[src/rtl/cfg_chain_ctrl.sv]
// cfg_chain_ctrl: sequences programming of a scan-based configuration chain.
// The chain is cleared, a bitstream is shifted in one bit per accepted din
// handshake, and the configuration outputs are then released with CFGE.
//
// state  | meaning
// -------+-----------------------------------------------------------
// IDLE   | unprogrammed, waiting for start
// CLEAR  | one cycle, chain flops held in reset, bit counter cleared
// SHIFT  | accepting bitstream bits, one chain clock per accepted bit
// FLUSH  | one cycle, final chain clock pulse for the last bit
// ACTIVE | chain programmed, CFGE asserted, start reprograms
module cfg_chain_ctrl #(
  parameter int CHAIN_LEN = 32,
  parameter int CNT_W     = 16
) (
  input  logic             CK,
  input  logic             RSTN,
  input  logic             start,
  input  logic             abort,
  input  logic             din_valid,
  input  logic             din,
  output logic             din_ready,
  output logic             chain_rst,
  output logic             chain_se,
  output logic             chain_ck_en,
  output logic             chain_si,
  output logic             chain_cfge,
  output logic             busy,
  output logic             done,
  output logic             err,
  output logic [CNT_W-1:0] bit_cnt
);

  typedef enum logic [2:0] {
    S_IDLE   = 3'd0,
    S_CLEAR  = 3'd1,
    S_SHIFT  = 3'd2,
    S_FLUSH  = 3'd3,
    S_ACTIVE = 3'd4
  } state_t;

  state_t state;

  // Index of the final chain bit; accepting it ends the shift phase.
  localparam logic [CNT_W-1:0] LAST_IDX = CNT_W'(CHAIN_LEN - 1);

  // Handshake and activity flags decode straight from state so the bitstream
  // source sees din_ready in the same cycle the controller can take a bit.
  assign din_ready = (state == S_SHIFT);
  assign busy      = (state == S_CLEAR) || (state == S_SHIFT) || (state == S_FLUSH);

  // Sequencing FSM with all chain controls and status pulses registered.
  always_ff @(posedge CK or negedge RSTN) begin
    if (!RSTN) begin
      state       <= S_IDLE;
      bit_cnt     <= '0;
      chain_rst   <= 1'b0;
      chain_se    <= 1'b0;
      chain_ck_en <= 1'b0;
      chain_si    <= 1'b0;
      chain_cfge  <= 1'b0;
      done        <= 1'b0;
      err         <= 1'b0;
    end else begin
      // Pulsed outputs default low; each is raised for one cycle only.
      chain_ck_en <= 1'b0;
      chain_rst   <= 1'b0;
      done        <= 1'b0;
      err         <= 1'b0;

      case (state)
        S_IDLE, S_ACTIVE: begin
          // abort is meaningless here; only start moves the FSM.
          if (start) begin
            state      <= S_CLEAR;
            chain_rst  <= 1'b1;
            chain_cfge <= 1'b0;
            chain_se   <= 1'b0;
            bit_cnt    <= '0;
          end
        end

        S_CLEAR: begin
          if (abort) begin
            state    <= S_IDLE;
            err      <= 1'b1;
            chain_se <= 1'b0;
          end else begin
            state    <= S_SHIFT;
            chain_se <= 1'b1;
          end
        end

        S_SHIFT: begin
          // abort takes priority over both start and a bit offered this cycle.
          if (abort) begin
            state    <= S_IDLE;
            err      <= 1'b1;
            chain_se <= 1'b0;
          end else if (din_valid) begin
            chain_si    <= din;
            chain_ck_en <= 1'b1;
            bit_cnt     <= bit_cnt + CNT_W'(1);
            if (bit_cnt == LAST_IDX) begin
              state <= S_FLUSH;
            end
          end
        end

        S_FLUSH: begin
          // The last chain clock pulse is already on the output this cycle.
          if (abort) begin
            state    <= S_IDLE;
            err      <= 1'b1;
            chain_se <= 1'b0;
          end else begin
            state      <= S_ACTIVE;
            chain_se   <= 1'b0;
            chain_cfge <= 1'b1;
            done       <= 1'b1;
          end
        end

        default: begin
          state      <= S_IDLE;
          chain_se   <= 1'b0;
          chain_cfge <= 1'b0;
        end
      endcase
    end
  end

endmodule

[config.mk]
export PLATFORM = sky130hd
export DESIGN_NAME = cfg_chain_ctrl
export DESIGN_NICKNAME = d
export VERILOG_FILES = /design/src/rtl/cfg_chain_ctrl.sv
export SDC_FILE = /design/constraint.sdc
export NUM_CORES = 1
export LEC_CHECK = 0
export BUFFER_PORTS_ARGS = -buffer_cell sky130_fd_sc_hd__buf_2
export CAP_MARGIN = 10
export CORE_ASPECT_RATIO = 2
export CORE_UTILIZATION = 40
export DETAILED_ROUTE_END_ITERATION = 10
export GPL_TIMING_DRIVEN = 1
export MAX_ROUTING_LAYER = met4
export SYNTH_ARGS = -nofsm -noshare
export SYNTH_HDL_FRONTEND = slang
export SYNTH_SLANG_ARGS = --single-unit
[constraint.sdc]
create_clock -name CK -period 1.9 [get_ports CK]
set_input_delay 0.475 -clock CK [delete_from_list [all_inputs] [get_ports CK]]
set_output_delay 0.475 -clock CK [all_outputs]
set_load 0.005 [all_outputs]
==> out/qor.csv <==
metric;value;unit
Worst R2R End;bit_cnt[10]$_DFFE_PN0P_;
outcome;finished, final reports clean;
met2 routed WL;1730;um
Inserted Clock Buffers;3;
final setup fails;0;
I/O Pins;31;
initial core utilization;42.3;%
WL per Instance;15.2;um
top sig layer;met4;
Die Span X;43.1;um
PortBufs;30;
Hold Crit Class;input port to async pin;
Final Critical Period;1.68;ns
Synthesis Warnings;0;
fin cells;200;
Synth Area in Compound Gates;15.5;%
Global Route Usage Sum;19.1;%
Post-Synth Simple-Gate Area;22.4;%
TritonRoute pass-1 iters;4;
syn_nets;141;
share of layout cells above drive strength 1;30.8;%
CTS max path bufs;2;
slowest stage cell, crit path;dfrtp_1;
Cell Chain, Critical Path;nand2b_1 > a211o_1 > or3_1 > a21oi_1;
Worst Setup SP;state[1]$_DFFE_PN0P_;
ant diodes;0;
Final Hold Vio Count;0;
core area;0.00319;mm2
CP max stage delay;0.43;ns
initial antenna violation count;0;
MaxCap Viol Count;0;
worst r2r src;state[1]$_DFFE_PN0P_;
syn_area_per_cell;10.1;um2
hold_buf cts;0;
clock sink total;26;
Placer Congestion;0.832;
CTS tree;done;
fillers;313;
FFs w/ async S/R, synth;100;%
Die H;84.2;um
pwr/cell area;746;mW/mm2
Worst-Margin Slew;0.585;ns
worst endpoint required time;2.10;ns
dpl hpwl;2340;um
arrival time worst endpoint;1.88;ns
XOR/XNOR share of the synthesized area;3.89;%
Slew HR;61.0;%
postcts setup bufs;0;
layout net count;178;
Die Footprint;0.00363;mm2
Worst-path clk slew;0.08;ns
Seq/Total Area, Yosys;48.1;%
worst r2r path cells;4;
row cnt;29;
Worst Setup Start Kind;flip-flop;
PostCTS Resize Cnt;0;
largest net degree at the start of global routing;27;
root buf cell;clkbuf_8;
crit path max fanout;7;
DRC;0;
area grow syn2layout;19.5;%
Pins Over Slew Limit;0;
initial DRC count;23;
crit path to;bit_cnt[10]$_DFFE_PN0P_;
Routed Antenna Nets;0;
Mapped Cells;134;
largest family of logic cells by synthesized area;simple AND/OR/NAND/NOR gates;
Fin Hold WS;0.199;ns
first-pass GRT wire length;5290;um
leak pwr;0.788;nW
Cell Area, Synth;0.00135;mm2
clk_skew;0.00153;ns
number of synthesized flops with an enable pin;0;
register-to-register setup slack;0.22;ns
RSZ-0062 raised after global routing;no;
critical path endpoint category;flip-flop;
prevailing post-synth register cell;dfrtp_1;
wire length on met3;68;um
vias in the first global route;1133;
#FFs+latches synth;26;
Setup CP Type;flip-flop to flip-flop;
FMAX;594;MHz
Core Util, Final;50.6;%
mux contribution to synthesized area;4.44;%
period utilisation layout;88.6;%
setup tns final;0;ns
Total Power;1.20;mW
via-per-instance ratio;5.56;
Synth cell types;36;
VDD IR max;0.532;mV
drt total wl;3040;um
overall via count from detail_route;1112;
total gr overflow;0;
met1 wire length;1190;um
CTS H-tree lvls;1;
# placed instances;197;
clock latency on the worst-skew pair;0.27;ns
Synth Area in Adders;0.926;%
flip-flops by register name, summed over array words and instances, names as in the netlist:
register,count
err,1
chain_ck_en,1
done,1
bit_cnt,16
chain_si,1
chain_cfge,1
state,3
chain_rst,1
chain_se,1
metal layers:
metal,GRT usage [%],up-vias
met1,21.3,541
met5,-,-
met4,7.44,0
met2,33.6,21
li1,-,546
met3,1.94,4
Yosys cell counts, types with 3 or more instances:
cell | count | area, um2
nand3_1 | 4 | 20.0
a21oi_1 | 9 | 45.0
nor3_1 | 4 | 20.0
nand2_1 | 4 | 15.0
clkbuf_1 | 6 | 22.5
o21ai_0 | 5 | 25.0
inv_1 | 4 | 15.0
xnor2_1 | 6 | 52.6
and2_1 | 3 | 18.8
nor2b_1 | 4 | 25.0
a21o_1 | 3 | 22.5
nand4_1 | 6 | 37.5
dfrtp_1 | 26 | 651
and3_1 | 3 | 18.8
a211oi_1 | 3 | 22.5
or3_1 | 3 | 18.8
nor2_1 | 14 | 52.6
cell type report:
cell class                 count  area, um2  share of cell area [%]
multi-input combinational     95        637                    39.4
tap                           31       38.8                    2.40
sequential                    26        651                    40.3
inverter                       4       15.0                   0.930
timing repair buffer          41        233                    14.4
clock buffer                   3       41.3                    2.56
where the power goes:
group / internal, mW / total (mW) / leakage [nW] / switching (mW)
combinational: 0.125 / 0.271 / 0.411 / 0.146
clock: 0.142 / 0.301 / 0.0216 / 0.159
sequential: 0.601 / 0.633 / 0.356 / 0.0321
total: 0.868 / 1.20 / 0.788 / 0.337
placed cells by master (no fill, tap or decap), types with 3 or more instances in the layout:
cell type  instances
a211oi_1           3
a21o_1             3
a21oi_1            9
and2_1             3
and3_1             3
buf_2             30
buf_4             11
clkbuf_8           3
dfrtp_1           26
inv_1              4
nand2_1            4
nand3_1            4
nand4_1            6
nor2_1            14
nor2b_1            4
nor3_1             4
o21ai_0            5
or3_1              3
xnor2_1            6
worst min path at each step:
stage,to,slack (ns),cells past startpoint
after floorplan,bit_cnt[0]$_DFFE_PN0P_,0.18,0
after CTS,bit_cnt[9]$_DFFE_PN0P_,0.22,1
after detailed placement,chain_si$_DFFE_PN0P_,0.50,1
final,bit_cnt[9]$_DFFE_PN0P_,0.20,1
after global routing,bit_cnt[10]$_DFFE_PN0P_,0.25,1
after global placement,chain_si$_DFFE_PN0P_,0.48,1
kinds of logic after synthesis:
group / Yosys count
simple gates: 55
buf+inv: 13
flops: 26
fa+ha+maj: 1
mux: 5
xor+xnor: 6
compound gates: 28
stage by stage:
stage / worst slack [ns] / instance area, um2
global route: 0.0633 / 1620
floorplan: 0.191 / 1350
detailed placement: 0.0865 / 1570
global placement: 0.114 / 1570
CTS: 0.205 / 1620
finish: 0.216 / 1620
critical path: cells and delay by family, from the launching register on:
family	cells	cell delay (ns)
AO/OA/AOI/OAI	2	0.57
flip-flops	1	0.43
AND/OR/NAND/NOR	2	0.62
Power figures use the tool's default switching activity.
